$ cat src/rtl/tim_etb_pkg.sv
// Shared definitions for the timer event-trigger router.
// Holds register offsets, source encodings, the channel FSM state type,
// the channel configuration / request structs and the channel count limit.
package tim_etb_pkg;

  localparam int NUM_CH_MAX = 4;

  localparam logic [7:0] OFF_CTRL    = 8'h00;
  localparam logic [7:0] OFF_CH0_CFG = 8'h04;
  localparam logic [7:0] OFF_STATUS  = 8'h14;
  localparam logic [7:0] OFF_SWTRIG  = 8'h18;

  localparam logic [1:0] SRC_TIM1 = 2'd0;
  localparam logic [1:0] SRC_TIM2 = 2'd1;
  localparam logic [1:0] SRC_EXT  = 2'd2;
  localparam logic [1:0] SRC_NONE = 2'd3;

  typedef enum logic [1:0] {
    ST_IDLE,
    ST_ARMED,
    ST_FIRE,
    ST_DONE
  } ch_state_e;

  // Field order mirrors the CHn_CFG register layout: [3] act, [2] dst, [1:0] src.
  typedef struct packed {
    logic       act;
    logic       dst;
    logic [1:0] src;
  } ch_cfg_t;

  typedef struct packed {
    logic tim2_off;
    logic tim2_on;
    logic tim1_off;
    logic tim1_on;
  } trig_req_t;

  // Word index decoded from paddr[4:2].
  function automatic logic [2:0] reg_idx(input logic [7:0] off);
    return off[4:2];
  endfunction

endpackage

$ cat src/rtl/tim_etb_route_if.sv
// APB slave bus of the event-trigger router.
// master: drives psel/penable/pwrite/paddr/pwdata, receives prdata.
// slave : the router side.
interface tim_etb_route_if;
  logic        psel;
  logic        penable;
  logic        pwrite;
  logic [31:0] paddr;
  logic [31:0] pwdata;
  logic [31:0] prdata;

  modport master (output psel, penable, pwrite, paddr, pwdata, input prdata);
  modport slave  (input psel, penable, pwrite, paddr, pwdata, output prdata);
endinterface

$ cat src/rtl/tim_etb_chnl.sv
// One routing channel: source mux, channel FSM and the fire/request outputs.
// Ports:
//   clk, rst   - clock, async active-high reset
//   en_sw      - channel enable as it will be after this cycle's APB write
//   oneshot    - oneshot mode (current register value)
//   cfg        - src/dst/act configuration
//   hw_trig    - {ext, tim2, tim1} trigger pulses
//   sw_trig    - software trigger pulse (tied low when SWTRIG is not built)
//   fire       - high during the FIRE cycle
//   req        - decoded dst/act request, valid during FIRE
module tim_etb_chnl
  import tim_etb_pkg::*;
(
  input  logic      clk,
  input  logic      rst,
  input  logic      en_sw,
  input  logic      oneshot,
  input  ch_cfg_t   cfg,
  input  logic [2:0] hw_trig,
  input  logic      sw_trig,
  output logic      fire,
  output trig_req_t req
);

  ch_state_e st, st_nxt;
  logic      hw, trig;

  always_comb begin
    hw = 1'b0;
    case (cfg.src)
      SRC_TIM1: hw = hw_trig[0];
      SRC_TIM2: hw = hw_trig[1];
      SRC_EXT:  hw = hw_trig[2];
      default:  hw = 1'b0;
    endcase
  end

  assign trig = hw | sw_trig;

  always_ff @(posedge clk or posedge rst)
    if (rst) st <= ST_IDLE;
    else     st <= st_nxt;

  // en_sw is the post-write enable, so an en=1 write arms the channel
  // for the very next cycle and an en=0 write disarms it immediately.
  always_comb begin
    st_nxt = st;
    case (st)
      ST_IDLE, ST_DONE: if (en_sw) st_nxt = ST_ARMED;
      ST_ARMED: begin
        if (!en_sw)    st_nxt = ST_IDLE;
        else if (trig) st_nxt = ST_FIRE;
      end
      ST_FIRE: begin
        // a trigger seen during FIRE re-fires in continuous mode only
        if (oneshot)     st_nxt = ST_DONE;
        else if (!en_sw) st_nxt = ST_IDLE;
        else if (trig)   st_nxt = ST_FIRE;
        else             st_nxt = ST_ARMED;
      end
      default: st_nxt = ST_IDLE;
    endcase
  end

  assign fire         = (st == ST_FIRE);
  assign req.tim1_on  = fire & ~cfg.dst &  cfg.act;
  assign req.tim1_off = fire & ~cfg.dst & ~cfg.act;
  assign req.tim2_on  = fire &  cfg.dst &  cfg.act;
  assign req.tim2_off = fire &  cfg.dst & ~cfg.act;

endmodule

$ cat src/rtl/tim_etb_route.sv
// Event-trigger router: routes timer/external trigger pulses through
// NUM_CH APB-configured channels onto the timer enable on/off pulse inputs.
// Ports:
//   pclk, preset        - APB clock, async active-high reset
//   apb                 - APB slave (CTRL, CHn_CFG, STATUS, SWTRIG)
//   tim1/tim2_etb_trig  - timer trigger pulses (sources 0/1)
//   ext_trig            - external trigger pulse (source 2)
//   etb_tim*_trig_en_*  - registered one-cycle request pulses
//   intr                - |(STATUS.fired & CTRL.ie)
// Build option: TIM_ETB_SWTRIG_EN adds the SWTRIG register at 0x18.
module tim_etb_route
  import tim_etb_pkg::*;
#(
  parameter int NUM_CH = 2
) (
  input  logic            pclk,
  input  logic            preset,
  tim_etb_route_if.slave  apb,
  input  logic            tim1_etb_trig,
  input  logic            tim2_etb_trig,
  input  logic            ext_trig,
  output logic            etb_tim1_trig_en_on,
  output logic            etb_tim1_trig_en_off,
  output logic            etb_tim2_trig_en_on,
  output logic            etb_tim2_trig_en_off,
  output logic            intr
);

  localparam logic [2:0] IDX_CTRL   = reg_idx(OFF_CTRL);
  localparam logic [2:0] IDX_CH0    = reg_idx(OFF_CH0_CFG);
  localparam logic [2:0] IDX_STATUS = reg_idx(OFF_STATUS);

  logic              wr, wr_ctrl, wr_stat;
  logic [2:0]        idx;
  logic [NUM_CH-1:0] en_q, os_q, ie_q, fired_q;
  logic [NUM_CH-1:0] en_sw, fire, sw_trig, w1c;
  ch_cfg_t           cfg_q [NUM_CH];
  trig_req_t         req   [NUM_CH];
  logic              on1, off1, on2, off2;
  logic [31:0]       rdata;
  logic              unused;

  assign wr      = apb.psel & apb.penable & apb.pwrite;
  assign idx     = apb.paddr[4:2];
  assign wr_ctrl = wr && (idx == IDX_CTRL);
  assign wr_stat = wr && (idx == IDX_STATUS);
  assign en_sw   = wr_ctrl ? apb.pwdata[NUM_CH-1:0] : en_q;
  assign w1c     = wr_stat ? apb.pwdata[NUM_CH-1:0] : '0;
  assign unused  = ^{apb.paddr, apb.pwdata};

`ifdef TIM_ETB_SWTRIG_EN
  localparam logic [2:0] IDX_SWTRIG = reg_idx(OFF_SWTRIG);
  assign sw_trig = (wr && (idx == IDX_SWTRIG)) ? apb.pwdata[NUM_CH-1:0] : '0;
`else
  assign sw_trig = '0;
`endif

  always_ff @(posedge pclk or posedge preset) begin
    if (preset) begin
      en_q    <= '0;
      os_q    <= '0;
      ie_q    <= '0;
      fired_q <= '0;
      for (int i = 0; i < NUM_CH; i++) cfg_q[i] <= '0;
    end else begin
      if (wr_ctrl) begin
        os_q <= apb.pwdata[8 +: NUM_CH];
        ie_q <= apb.pwdata[16 +: NUM_CH];
      end
      // a oneshot fire clears its enable, overriding a same-cycle write
      en_q    <= en_sw & ~(fire & os_q);
      // set from FIRE wins over a simultaneous W1C
      fired_q <= (fired_q & ~w1c) | fire;
      for (int i = 0; i < NUM_CH; i++)
        if (wr && (idx == IDX_CH0 + 3'(i))) cfg_q[i] <= ch_cfg_t'(apb.pwdata[3:0]);
    end
  end

  for (genvar g = 0; g < NUM_CH; g++) begin : g_ch
    tim_etb_chnl u_ch (
      .clk     (pclk),
      .rst     (preset),
      .en_sw   (en_sw[g]),
      .oneshot (os_q[g]),
      .cfg     (cfg_q[g]),
      .hw_trig ({ext_trig, tim2_etb_trig, tim1_etb_trig}),
      .sw_trig (sw_trig[g]),
      .fire    (fire[g]),
      .req     (req[g])
    );
  end

  always_comb begin
    on1 = 1'b0; off1 = 1'b0; on2 = 1'b0; off2 = 1'b0;
    for (int i = 0; i < NUM_CH; i++) begin
      on1  = on1  | req[i].tim1_on;
      off1 = off1 | req[i].tim1_off;
      on2  = on2  | req[i].tim2_on;
      off2 = off2 | req[i].tim2_off;
    end
  end

  // off beats on for the same timer
  always_ff @(posedge pclk or posedge preset) begin
    if (preset) begin
      etb_tim1_trig_en_on  <= 1'b0;
      etb_tim1_trig_en_off <= 1'b0;
      etb_tim2_trig_en_on  <= 1'b0;
      etb_tim2_trig_en_off <= 1'b0;
    end else begin
      etb_tim1_trig_en_on  <= on1 & ~off1;
      etb_tim1_trig_en_off <= off1;
      etb_tim2_trig_en_on  <= on2 & ~off2;
      etb_tim2_trig_en_off <= off2;
    end
  end

  assign intr = |(fired_q & ie_q);

  always_comb begin
    rdata = '0;
    if (apb.psel && !apb.pwrite) begin
      if (idx == IDX_CTRL) begin
        rdata[NUM_CH-1:0]   = en_q;
        rdata[8 +: NUM_CH]  = os_q;
        rdata[16 +: NUM_CH] = ie_q;
      end else if (idx == IDX_STATUS) begin
        rdata[NUM_CH-1:0] = fired_q;
      end
      for (int i = 0; i < NUM_CH; i++)
        if (idx == IDX_CH0 + 3'(i)) rdata[3:0] = cfg_q[i];
    end
  end

  assign apb.prdata = rdata;

endmodule

$ cat src/flat_wrapper.sv
// flat-port wrapper written by rule: the top's interface ports become plain ports
module tim_etb_route_flat import tim_etb_pkg::*;
#(
  parameter int NUM_CH = 2
)
  (pclk, preset, tim1_etb_trig, tim2_etb_trig, ext_trig, etb_tim1_trig_en_on, etb_tim1_trig_en_off, etb_tim2_trig_en_on, etb_tim2_trig_en_off, intr, apb_psel, apb_penable, apb_pwrite, apb_paddr, apb_pwdata, apb_prdata);
  tim_etb_route_if apb_i ();
  input  logic pclk;
  input  logic preset;
  input  logic tim1_etb_trig;
  input  logic tim2_etb_trig;
  input  logic ext_trig;
  output logic etb_tim1_trig_en_on;
  output logic etb_tim1_trig_en_off;
  output logic etb_tim2_trig_en_on;
  output logic etb_tim2_trig_en_off;
  output logic intr;
  input wire logic [$bits(apb_i.psel)-1:0] apb_psel;
  input wire logic [$bits(apb_i.penable)-1:0] apb_penable;
  input wire logic [$bits(apb_i.pwrite)-1:0] apb_pwrite;
  input wire logic [$bits(apb_i.paddr)-1:0] apb_paddr;
  input wire logic [$bits(apb_i.pwdata)-1:0] apb_pwdata;
  output wire logic [$bits(apb_i.prdata)-1:0] apb_prdata;
  assign apb_i.psel = apb_psel;
  assign apb_i.penable = apb_penable;
  assign apb_i.pwrite = apb_pwrite;
  assign apb_i.paddr = apb_paddr;
  assign apb_i.pwdata = apb_pwdata;
  assign apb_prdata = apb_i.prdata;
  tim_etb_route #(.NUM_CH(NUM_CH)) u_core (.pclk(pclk), .preset(preset), .apb(apb_i), .tim1_etb_trig(tim1_etb_trig), .tim2_etb_trig(tim2_etb_trig), .ext_trig(ext_trig), .etb_tim1_trig_en_on(etb_tim1_trig_en_on), .etb_tim1_trig_en_off(etb_tim1_trig_en_off), .etb_tim2_trig_en_on(etb_tim2_trig_en_on), .etb_tim2_trig_en_off(etb_tim2_trig_en_off), .intr(intr));
endmodule
$ cat config.mk
export PLATFORM = sky130hd
export DESIGN_NAME = tim_etb_route_flat
export DESIGN_NICKNAME = d
export VERILOG_FILES = /design/src/rtl/tim_etb_pkg.sv /design/src/rtl/tim_etb_route_if.sv /design/src/rtl/tim_etb_chnl.sv /design/src/rtl/tim_etb_route.sv /design/src/flat_wrapper.sv
export SDC_FILE = /design/constraint.sdc
export NUM_CORES = 1
export LEC_CHECK = 0
export ABC_AREA = 1
export BUFFER_PORTS_ARGS = -buffer_cell sky130_fd_sc_hd__buf_2
export CORE_ASPECT_RATIO = 0.7
export CORE_MARGIN = 3
export CORE_UTILIZATION = 42
export DETAILED_ROUTE_END_ITERATION = 10
export MAX_ROUTING_LAYER = met4
export PLACE_DENSITY_LB_ADDON = 0.3
export SYNTH_ARGS = -nofsm -noshare
export SYNTH_HDL_FRONTEND = slang
export SYNTH_SLANG_ARGS = --single-unit
$ cat constraint.sdc
create_clock -name pclk -period 1.45 [get_ports pclk]
set_input_delay 0.2175 -clock pclk [delete_from_list [all_inputs] [get_ports pclk]]
set_output_delay 0.2175 -clock pclk [all_outputs]
set_load 0.005 [all_outputs]
Yosys cells after proc, flatten, opt, wreduce, memory -nomap -nowiden. Cells that the tools add are included. Widths: inputs -> output; s select.

Output and inout port bits: 37. Bits in read-only memories: 0. Bits in latches: 0. Memories: 0. RAM bits: 0. Bits in registers: 24.

Div/mod/pow operators: 0. Magnitude comparators: 0. Equal/unequal tests: 17. $add $sub $neg: 0. Shift operators: 0. Multiply operators: 0. Multiplexer cells: 27. Reduce and logical (&&, ||, !) cells: 16. Bitwise gates (word level): 33.

Operator list (number): $mux 2 (20); $and 1x1->1 (16); $eq 2x2->1 const B (6); $mux 4 (3); $pmux 2 s3 (2); $and 2x2->2 (4); $eq 2x1->1 const B (4); $logic_not 2->1 (4); $ne 3x3->1 const B (2); $not 1->1 (6); $pmux 1 s3 (2); $reduce_or 2->1 (3); $logic_and 1x1->1 (5); $ne 2x1->1 const B (2); $not 2->2 (2); $or 1x1->1 (4); $reduce_and 2->1 (2); $eq 3x1->1 const B (1); $eq 3x2->1 const B (1); $eq 3x3->1 const B (1); $logic_not 3->1 (1); $or 2x2->2 (1); $logic_not 1->1 (1).

Depth between registers and ports, before layout.
Depth in word-level cells: 7. Depth in mapped cells: 10. Mapped depth without buffers: 10.

Modules after synthesis. A second synthesis with hierarchy kept.

Cell total of the unflattened synthesis: 247. Area total of the unflattened synthesis: 1770.4 sq um.

Modules (own cells, without submodules): tim_etb_route (times used 1, cells each 155, sequential area each 500.5 sq um, area each 1232.4 sq um); tim_etb_chnl (times used 2, cells each 46, sequential area each 50.0 sq um, area each 269.0 sq um).

Least setup slack after synthesis. Ideal clock, no wire load.

Kind: reg2reg. From: reg u_core.g_ch[0].u_ch.st[0]. To: reg u_core.g_ch[0].u_ch.st[0]. Stages on the path, launching flop included: 9. Setup time: 0.116 ns. Buffers on the path: 0. Path slack: 0.328 ns. Arrival time: 1.005 ns. Cell sequence: dfrtp_1 -> inv_1 -> ha_1 -> nand2_1 -> inv_1 -> a21oi_1 -> nand2_1 -> nand2_1 -> nand2_1.

Cells in the longest elaborated chain, start to end: 4. Elaborated cells on any way between the ends: 9. Classes of those cells: 5 x eq/ne; 1 x mux; 3 x reduce/logical.

RTL lines: start: declaration (RTL line tim_etb_chnl.sv:25) `ch_state_e st, st_nxt;`; start signal: assignment (RTL line tim_etb_chnl.sv:42) `else st <= st_nxt;`; $eq 2x2->1 / $logic_not 2->1 (equally long branches) (RTL line tim_etb_chnl.sv:48) `case (st)`; $reduce_or 2->1 (RTL line tim_etb_chnl.sv:48); $ne 2x1->1 (no source line); $reduce_and 2->1 (no source line).

Parallel ways exist; a longest one is shown, timed or not. A chain may end at the register's enable or synchronous reset.

Worst setup path after layout.
From: reg u_core.en_q[0]. To: out apb_prdata[0].

Cells in the longest elaborated chain, start to end: 4.

RTL lines: start: declaration (RTL line tim_etb_route.sv:35) `logic [NUM_CH-1:0] en_q, os_q, ie_q, fired_q;`; start signal: assignment (RTL line tim_etb_route.sv:71) `en_q <= en_sw & ~(fire & os_q);`; $mux 2 (RTL line tim_etb_route.sv:123) `if (idx == IDX_CTRL) begin`; $mux 4 (2 in series) (RTL line tim_etb_route.sv:131) `if (idx == IDX_CH0 + 3'(i)) rdata[3:0] = cfg_q[i];`; $mux 4 (RTL line tim_etb_route.sv:122) `if (apb.psel && !apb.pwrite) begin`; end: declaration (RTL line flat_wrapper.sv:23) `output wire logic [$bits(apb_i.prdata)-1:0] apb_prdata;`.

Every way passes these cells.

==> run_results.csv <==
group,metric,value,unit
status,status,"finished, final reports clean",
clock_tree,clockRootBuffer,"clkbuf_8",
power_and_ir_drop,power.leakage,1.080,nW
routing,wire_per_inst,11.08,um
critical_path,path_buf_inv,1,
global_route,gr-total-overflow,0,
routing,dr.pass1.iters,4,
critical_path,crit_type,"flip-flop to primary output",
clock_tree,clock_sinks,24,
critical_path,crit_chain,"o21ai_1, nand2_1, o21ai_0, a21oi_1, buf_2",
global_route,antenna_found_initial,0,
global_route,grt_pass1_vias,1236,
critical_path,startpoint_type,"flip-flop",
place,dp_cells,300,
global_route,grt_max_degree,25,
clock_tree,path_clk_slew,90,ps
routing,drt_wl_total,3412,um
clock_tree,cts_htree_levels,1,
timing,finalSetupViolCount,0,
logic_synthesis,syn_area_per_cell,7.629,um^2
logic_synthesis,ys_seq_elements,24,
floorplanning,num_rows,18,
logic_synthesis,synthTopCellsByArea,"dfrtp_1 37%, nand2_1 12%, buf_4 11%",
critical_path,max_stage_delay,390,ps
logic_synthesis,yosys.area.top_type,"dfrtp_1",
floorplanning,dieArea,0.004703,mm^2
clock_tree,clock_latency,270,ps
routing,viasPerCell,4.448,
layout,n_fill_cell,361,
logic_synthesis,yosysWarnings,0,
logic_synthesis,synth_fa_ha_area_share,3.051,%
power_and_ir_drop,irDropWorstVdd,0.7133,mV
place,dp_hpwl,2764,um
place,globalplace.congestion,0.8069,
layout,antenna_cells,0,
critical_path,worst_ep_required_time,1230,ps
routing,drc_errors,0,
timing,finalWorstSetupSlack,79.26,ps
routing,antenna_left,0,
global_route,grt_pass1_wl,5540,um
logic_synthesis,synthSimpleGateAreaFrac,29.44,%
critical_path,critPathSlowestCell,"dfrtp_1",
timing,fin_setup_tns,0,ps
layout,fin_cells,308,
clock_tree,tritoncts,"yes",
logic_synthesis,synth_top_area_share,36.61,%
floorplanning,core_area,0.003626,mm^2
timing,finalHoldViolCount,0,
logic_synthesis,synth_top_family_by_area,"simple AND/OR/NAND/NOR gates",
logic_synthesis,synth.distinct_cells,28,
place,place_area,0.001802,mm^2
logic_synthesis,synth_xor_area_share,0,%
logic_synthesis,synth_cells,215,
job,max-cap-violations,0,
timing,period_needed,1371,ps
hold_path,hp-class,"input pin to flip-flop",
routing,first_iter_violations,53,
timing,fmax,729.5,MHz
floorplanning,fp.dieW,80.70,um
clock_tree,cts_made_buffers,3,
critical_path,path_delay_family,"flip-flops",
logic_synthesis,synth.area.mux_share,1.373,%
logic_synthesis,syn_area,0.001640,mm^2
place,io_buffers,31,
timing,period_share,94.53,%
floorplanning,ios,109,
floorplanning,initial_core_util,45.24,%
routing,dr_total_vias,1370,
floorplanning,die_h,58.29,um
critical_path,end_kind,"primary output",
layout,design_area,0.001919,mm^2
timing,rsz0062_at_grt,"false",
layout,post-route-util,52.93,%
timing,skew,5.067,ps
critical_path,path_max_fanout,2,
layout,nets,335,
layout,drive_gt1_share,26.74,%
timing,final_max_slew_viol_count,0,
layout,syn2layout_area_growth,17.01,%
logic_synthesis,synth_compound_area_share,10.07,%
logic_synthesis,seq_area_frac_synth,36.61,%
place,place_ws,102.8,ps
power_and_ir_drop,power_density,1369,mW/mm^2
critical_path,worstPathArrival,1150,ps
clock_tree,clockBufferDepth,2,
global_route,grt.total_usage,15.65,%
per-stage QoR:
stage               hold WS [ps]  total power, mW
floorplan                  232.1            1.773
global placement           282.3            1.962
detailed placement         284.6            1.996
CTS                        145.4            2.603
global route               164.6            2.871
finish                     151.3            2.627
worst paths after layout:
kind | start | endpoint | slack (ps) | depth (start not counted)
max in group asynchronous | preset | u_core.cfg_q[5] | 680 | 4
worst max register to register | u_core.g_ch[1].u_ch.st[0] | u_core.g_ch[1].u_ch.st[1] | 210 | 7
worst min register to register | u_core.g_ch[0].u_ch.st[1] | u_core.g_ch[0].u_ch.st[1] | 550 | 2
worst min-delay path | apb_pwdata[16] | u_core.ie_q[0] | 150 | 3
min in group asynchronous | preset | u_core.en_q[0] | 530 | 4
worst max-delay path | u_core.en_q[0] | apb_prdata[0] | 80 | 5
registers in the layout, indices dropped and copies added (netlist names):
| signal | count |
|---|---|
| u_core.cfg_q | 8 |
| u_core.en_q | 2 |
| u_core.etb_tim1_trig_en_off | 1 |
| u_core.etb_tim1_trig_en_on | 1 |
| u_core.etb_tim2_trig_en_off | 1 |
| u_core.etb_tim2_trig_en_on | 1 |
| u_core.fired_q | 2 |
| u_core.g_ch.u_ch.st | 4 |
| u_core.ie_q | 2 |
| u_core.os_q | 2 |
kinds of logic (layout without fill, tap and decap cells):
group | count (synthesis) | in the layout
AND/OR/NAND/NOR | 95 | 95
buffers and inverters | 60 | 80
AO/OA/AOI/OAI | 29 | 29
flip-flops | 24 | 24
adder cells (fa/ha/maj) | 4 | 4
multiplexers | 2 | 2
other | 1 | 24
cell usage in the layout (no fill, tap or decap), types with 6 or more instances in the layout:
cell type  instances
nand3_1           17
inv_2              8
nand2_1           52
nor2_1             6
dfrtp_1           24
buf_2             31
inv_1             28
a21oi_1            7
buf_4              8
conb_1            24
o21ai_0           14
metal layers:
metal	global-route usage, %	part of all wire, %
met5	-	0
met3	4.037	5.7
met1	20.93	47
met4	2.169	0.23
met2	24.65	47
cells in the mapped netlist (all sizes together):
library cell   n
conb           1
nor3b          1
dfrtp         24
nand2         57
nand3b         1
ha             4
o21bai         1
o21ai         17
a21oi          7
mux2           2
inv           36
nor3           6
buf           24
a31oi          1
o22ai          2
o211ai         1
nand3         18
nor2          11
or2            1
final cells by class:
| type | count | area, um^2 | share of cell area (%) |
|---|---|---|---|
| Timing Repair Buffer | 40 | 225.2 | 11.73 |
| Tap cell | 50 | 62.56 | 3.259 |
| Clock buffer | 3 | 41.29 | 2.151 |
| Clock inverter | 1 | 30.03 | 1.565 |
| Sequential cell | 24 | 600.6 | 31.29 |
| Multi-Input combinational cell | 154 | 824.5 | 42.96 |
| Inverter | 36 | 135.1 | 7.040 |
tightest hold or removal path: stages:
cell and delay [ps]:
buf_2 80, nand2_1 40, o21ai_0 50
where the power goes:
| part | total (mW) | leakage (nW) | switching, mW | internal, mW |
|---|---|---|---|---|
| Clock | 0.590 | 0.0357 | 0.221 | 0.369 |
| Combinational | 1.05 | 0.753 | 0.625 | 0.425 |
| Sequential | 0.987 | 0.291 | 0.123 | 0.864 |
| Total | 2.63 | 1.08 | 0.969 | 1.66 |
timing repair:
item	4_1_cts	5_1_grt
endpoints found under the setup margin	1	3
setup buffers	0	3
gates cloned	0	0
pin swaps	0	0
resized for setup	1	3
hold endpoints to repair	24	0
hold buffers	1	0
Power figures use the tool's default switching activity.
